<file path="config.mk">
export PLATFORM = sky130hd
export DESIGN_NAME = sysid_check_master
export DESIGN_NICKNAME = d
export VERILOG_FILES = /design/src/rtl/sysid_check_master.sv
export SDC_FILE = /design/constraint.sdc
export NUM_CORES = 1
export LEC_CHECK = 0
export CAP_MARGIN = 30
export CORE_MARGIN = 8
export CORE_UTILIZATION = 46
export DETAILED_ROUTE_END_ITERATION = 10
export GPL_ROUTABILITY_DRIVEN = 0
export GPL_TIMING_DRIVEN = 0
export PLACE_DENSITY = 0.79
export REMOVE_ABC_BUFFERS = 1
export SYNTH_ARGS = -nofsm -noshare
export SYNTH_HDL_FRONTEND = slang
export SYNTH_SLANG_ARGS = --single-unit
</file>
<file path="constraint.sdc">
create_clock -name clock -period 2.3 [get_ports clock]
set_clock_uncertainty 0.1 [all_clocks]
set_input_delay 0.345 -clock clock [delete_from_list [all_inputs] [get_ports clock]]
set_output_delay 0.345 -clock clock [all_outputs]
set_load 0.02 [all_outputs]
</file>
<file path="src/rtl/sysid_check_master.sv">
// sysid_check_master: Avalon-MM read initiator that fetches the sysid ID word
// (addr 0) and build timestamp (addr 1), latches both and compares them.
// Ports: clock, reset (sync, active-high), start pulse; avm_address/avm_read
// out, avm_waitrequest/avm_readdata/avm_readdatavalid in; busy, done,
// id_value, ts_value, id_match, ts_match, timeout_err (all registered).
module sysid_check_master #(
  parameter logic [31:0] EXPECTED_ID    = 32'hACD51302,
  parameter logic [31:0] EXPECTED_TS    = 32'h558A0D5F,
  parameter logic [15:0] TIMEOUT_CYCLES = 16'd1024,
  parameter bit          AUTO_START     = 1'b1
) (
  input  logic        clock,
  input  logic        reset,
  input  logic        start,
  output logic        avm_address,
  output logic        avm_read,
  input  logic        avm_waitrequest,
  input  logic [31:0] avm_readdata,
  input  logic        avm_readdatavalid,
  output logic        busy,
  output logic        done,
  output logic [31:0] id_value,
  output logic [31:0] ts_value,
  output logic        id_match,
  output logic        ts_match,
  output logic        timeout_err
);

  typedef enum logic [2:0] {
    IDLE, RD_ID, WAIT_ID, RD_TS, WAIT_TS, DONE
  } state_e;

  state_e      state_q, state_d;
  logic        first_q;
  logic [15:0] cnt_q, cnt_d;
  logic        in_txn, tmo, go, enter_rd;

  logic        read_q, read_d;
  logic        addr_q, addr_d;
  logic        busy_q, busy_d;
  logic        done_q, done_d;
  logic [31:0] id_value_q, id_value_d;
  logic [31:0] ts_value_q, ts_value_d;
  logic        id_match_q, id_match_d;
  logic        ts_match_q, ts_match_d;
  logic        tmo_err_q, tmo_err_d;

  // first_q marks the first cycle after reset for the auto-start launch
  always_ff @(posedge clock) begin
    if (reset) begin
      state_q <= IDLE;
      first_q <= 1'b1;
      cnt_q   <= '0;
    end else begin
      state_q <= state_d;
      first_q <= 1'b0;
      cnt_q   <= cnt_d;
    end
  end

  assign in_txn = state_q inside {RD_ID, WAIT_ID, RD_TS, WAIT_TS};
  // Timeout has priority over a completion arriving in the same cycle
  assign tmo    = in_txn && (cnt_q == TIMEOUT_CYCLES);
  assign go     = start || (AUTO_START && first_q);

  always_comb begin
    state_d = state_q;
    unique case (state_q)
      IDLE, DONE: if (go) state_d = RD_ID;
      RD_ID: begin
        if (tmo)                  state_d = DONE;
        else if (!avm_waitrequest) state_d = WAIT_ID;
      end
      WAIT_ID: begin
        if (tmo)                    state_d = DONE;
        else if (avm_readdatavalid) state_d = RD_TS;
      end
      RD_TS: begin
        if (tmo)                  state_d = DONE;
        else if (!avm_waitrequest) state_d = WAIT_TS;
      end
      WAIT_TS: begin
        if (tmo)                    state_d = DONE;
        else if (avm_readdatavalid) state_d = DONE;
      end
      default: state_d = IDLE;
    endcase
  end

  assign enter_rd = ((state_d == RD_ID) && (state_q != RD_ID)) ||
                    ((state_d == RD_TS) && (state_q != RD_TS));

  // One counter shared by both transactions, restarted per command
  always_comb begin
    cnt_d = cnt_q;
    if (enter_rd)    cnt_d = '0;
    else if (in_txn) cnt_d = cnt_q + 16'd1;
  end

  // Outputs are derived from the next state so they register with it
  always_comb begin
    read_d     = (state_d == RD_ID) || (state_d == RD_TS);
    addr_d     = (state_d == RD_TS) || (state_d == WAIT_TS);
    busy_d     = state_d inside {RD_ID, WAIT_ID, RD_TS, WAIT_TS};
    done_d     = (state_d == DONE);
    id_value_d = id_value_q;
    ts_value_d = ts_value_q;
    id_match_d = id_match_q;
    ts_match_d = ts_match_q;
    tmo_err_d  = tmo_err_q | tmo;
    if ((state_d == RD_ID) && (state_q != RD_ID)) begin
      id_value_d = '0;
      ts_value_d = '0;
      id_match_d = 1'b0;
      ts_match_d = 1'b0;
      tmo_err_d  = 1'b0;
    end
    if ((state_q == WAIT_ID) && (state_d == RD_TS)) begin
      id_value_d = avm_readdata;
      id_match_d = (avm_readdata == EXPECTED_ID);
    end
    if ((state_q == WAIT_TS) && (state_d == DONE) && !tmo) begin
      ts_value_d = avm_readdata;
      ts_match_d = (avm_readdata == EXPECTED_TS);
    end
  end

  always_ff @(posedge clock) begin
    if (reset) begin
      read_q     <= 1'b0;
      addr_q     <= 1'b0;
      busy_q     <= 1'b0;
      done_q     <= 1'b0;
      id_value_q <= '0;
      ts_value_q <= '0;
      id_match_q <= 1'b0;
      ts_match_q <= 1'b0;
      tmo_err_q  <= 1'b0;
    end else begin
      read_q     <= read_d;
      addr_q     <= addr_d;
      busy_q     <= busy_d;
      done_q     <= done_d;
      id_value_q <= id_value_d;
      ts_value_q <= ts_value_d;
      id_match_q <= id_match_d;
      ts_match_q <= ts_match_d;
      tmo_err_q  <= tmo_err_d;
    end
  end

  assign avm_read    = read_q;
  assign avm_address = addr_q;
  assign busy        = busy_q;
  assign done        = done_q;
  assign id_value    = id_value_q;
  assign ts_value    = ts_value_q;
  assign id_match    = id_match_q;
  assign ts_match    = ts_match_q;
  assign timeout_err = tmo_err_q;

endmodule

</file>
==> flow_metrics.py <==
metrics = {
    "die": {
        "initial_core_util": 0.4630,
        "die-area_um2": 10660,
        "rows": 32,
        "ios": 108,
        "core_area_um2": 7567,
        "die_y_um": 103.3,
        "die_x_um": 103.3,
    },
    "global_route": {
        "grt_max_degree": 20,
        "gr-total-overflow": 0,
        "grt_pass1_vias": 3065,
        "grt_first_pass_wirelength_mm": 16.24,
        "grt_use_total": 0.2006,
        "antenna_found_initial": 0,
    },
    "yosys": {
        "synth-xor-area-share": 0.04000,
        "avgSynthCellArea_um2": 10.85,
        "synth_fa_ha_area_frac": 0.007143,
        "synthSimpleGateAreaFrac": 0.1721,
        "synth_cells": 323,
        "synth_top_area_cell": "dfxtp_1",
        "synth-edff-count": 0,
        "synth_top_family_by_area": "compound AO/OA/AOI/OAI gates",
        "synth_top_area_share": 0.5200,
        "ys_dominant_reg_cell": "dfxtp_1",
        "synth-compound-area-share": 0.2096,
        "async_flop_share": 0,
        "muxShareOfSynthArea": 0.003214,
        "synthesis.area_um2": 3503,
        "yosysWarnings": 0,
        "yosys-top-cells-area": "dfxtp_1 (52%), a22o_1 (16%), nor2_1 (3.3%)",
        "synth_cell_types": 47,
        "ys_ff_latch": 91,
        "ys_seq_area_frac": 0.5200,
    },
    "setup_path": {
        "crit_arrival_ps": 2440,
        "crit_fanout": 5,
        "critPathKind": "flop to flop",
        "startpoint_type": "flop",
        "worstSetupEndpointType": "flop",
        "cp_data_required_time_ps": 2510,
    },
    "sta": {
        "fmax_ghz": 0.4489,
        "worst_slew_pin_slew_ps": 904.0,
        "fin_crit_ps": 2228,
        "slew_headroom": 0.3954,
        "final_hold_viol_count": 0,
        "setup_violations": 0,
        "min_period_over_period": 0.9685,
        "rsz0062_at_grt": "true",
        "slew_viol_final": 0,
    },
    "layout": {
        "final_net_count": 484,
        "antenna_cells": 0,
        "final_layout_size_suffix_gt1_frac": 0.1314,
        "synthToLayoutAreaGrowth_pct": 48.46,
        "final_util": 0.6873,
        "fillers": 538,
        "final_cell_mix": "clkdlybuf4s50_1 (107), dfxtp_1 (89), a22o_1 (66), nor2_1 (31), xnor2_1 (12)",
        "final_common_cell": "clkdlybuf4s50_1",
    },
    "power": {
        "netSwitchingPower_uw": 852.2,
        "p_int_mw": 2.475,
        "ir_drop_v": 0.0004574,
        "power_leakage_nw": 1.880,
        "p_comb_frac": 0.150,
        "finalPower_mw": 3.327,
        "seq_power_share": 0.490,
        "switching_share": 0.2561,
        "power_density_nw_per_um2": 639.7,
        "clock_power_share": 0.360,
    },
    "placement": {
        "dp_hpwl_mm": 6.763,
        "portBuffers": 107,
    },
    "route": {
        "ant_nets": 0,
        "route.vias.total": 3115,
        "first_pass_iters": 4,
        "first_iter_violations": 193,
        "wire_per_inst_um": 19.95,
        "vias_per_cell": 5.653,
        "wl_mm": 10.99,
        "drcViolationCount": 0,
    },
    "clock_network": {
        "cts_buffers": 9,
        "clk_latency_ps": 360,
        "cts_max_path_buffers": 2,
        "clock-sinks": 91,
        "path_clk_slew_ps": 90,
        "cts-root-buf": "clkbuf_8",
        "tritoncts": "done",
        "htreeDepth": 3,
    },
    "run": {
        "drv_cap": 0,
    },
    "worst_hold_path": {
        "hold_class": "flop to flop",
    },
    "run_status": {
        "status": "complete, no violations",
    },
}
## per-layer routing
metal	vias to the layer above	track usage	wire length (um)
met5	-	0	0
li1	1457	-	-
met3	11	0.05556	1075
met4	0	0.09121	97
met2	116	0.3270	5271
met1	1531	0.2410	4548
## state kept, by name (all words and copies together), names as in the netlist, 3 cells and up
| signal | cells |
|---|---|
| cnt_q | 16 |
| id_value | 32 |
| state_q | 3 |
| ts_value | 32 |
## cell type report
type | instances | area (um^2) | share of cell area
Sequential cell | 91 | 1824 | 0.3507
Multi-Input combinational cell | 208 | 1638 | 0.3149
Timing Repair Buffer | 129 | 1375 | 0.2644
Clock buffer | 10 | 127.6 | 0.02454
Tap cell | 102 | 127.6 | 0.02454
Clock inverter | 5 | 86.33 | 0.01660
Inverter | 6 | 22.52 | 0.004330
## worst paths after layout
| path | from | end | slack [ps] | cells after the start |
|---|---|---|---|---|
| worst max-delay path | cnt_q[1] | ts_value[13] | 70 | 10 |
| worst min-delay path | ts_value[10] | ts_value[10] | 380 | 1 |
| worst max register to register | cnt_q[1] | ts_value[13] | 70 | 10 |
| worst min register to register | ts_value[10] | ts_value[10] | 380 | 1 |
## critical path, stage by stage, from the launching register on
cell and delay (ps):
dfxtp_2 340, inv_2 70, ha_4 130, nor4b_4 170
nand4_1 140, buf_6 160, o31a_4 370, buf_12 140
a211oi_4 280, buf_6 170, a22o_1 120
## stage by stage
| stage | TNS (ps) | setup WS (ps) | hold WS [ps] | instance area (um^2) | instances |
|---|---|---|---|---|---|
| 3_5_place_dp | -28410 | -548.2 | 354.2 | 4614 | 513 |
| 6_report | 0 | 72.38 | 379.6 | 5201 | 551 |
| 5_1_grt | -231.6 | -42.70 | 395.8 | 5201 | 551 |
| 2_1_floorplan | -18880 | -462.1 | 272.7 | 3358 | 302 |
| 3_3_place_gp | -72350 | -1437 | 357.4 | 4557 | 511 |
| 4_1_cts | -27.04 | -10.42 | 382.5 | 5084 | 545 |
## repair_timing
action | in CTS | in global routing
pin swaps | 4 | 9
gates cloned | 3 | 0
setup buffers | 14 | 6
hold buffers | 0 | 0
resized for setup | 8 | 14
setup endpoints to repair | 66 | 83
## cell families (layout without fill, tap and decap cells)
family,after synthesis,after routing
mux,1,1
compound gates,86,88
buf+inv,27,150
xor+xnor,16,16
flops,91,91
simple gates,100,101
fa+ha+maj,2,2
## synth_stat cells (2+ instances only)
library cell  number
buf_6              6
nand4_1            4
and4_1             4
nand3_1            8
dfxtp_1           91
nor2_1            31
o31a_1             2
xnor2_1           12
a22o_1            66
nor4b_1            4
buf_2              8
clkbuf_1           3
nor4_1             8
nor2b_1            4
ha_1               2
o21ai_0            3
and2_1             2
nor4bb_1           3
xor2_1             4
nand2_1            7
buf_4              3
nor4b_2            2
inv_1              6
nor3_1            11
nand4b_1           3
a21oi_1            5
## power by group through the flow
stage	clock (mW)	combinational (mW)	sequential [mW]
final	1.20	0.499	1.63
after floorplan	0	0.160	1.69
after global placement	0	0.356	1.66
after global routing	1.27	0.530	1.64
after detailed placement	0	0.377	1.67
after CTS	1.20	0.462	1.63
(Power assumes the default switching activity.)
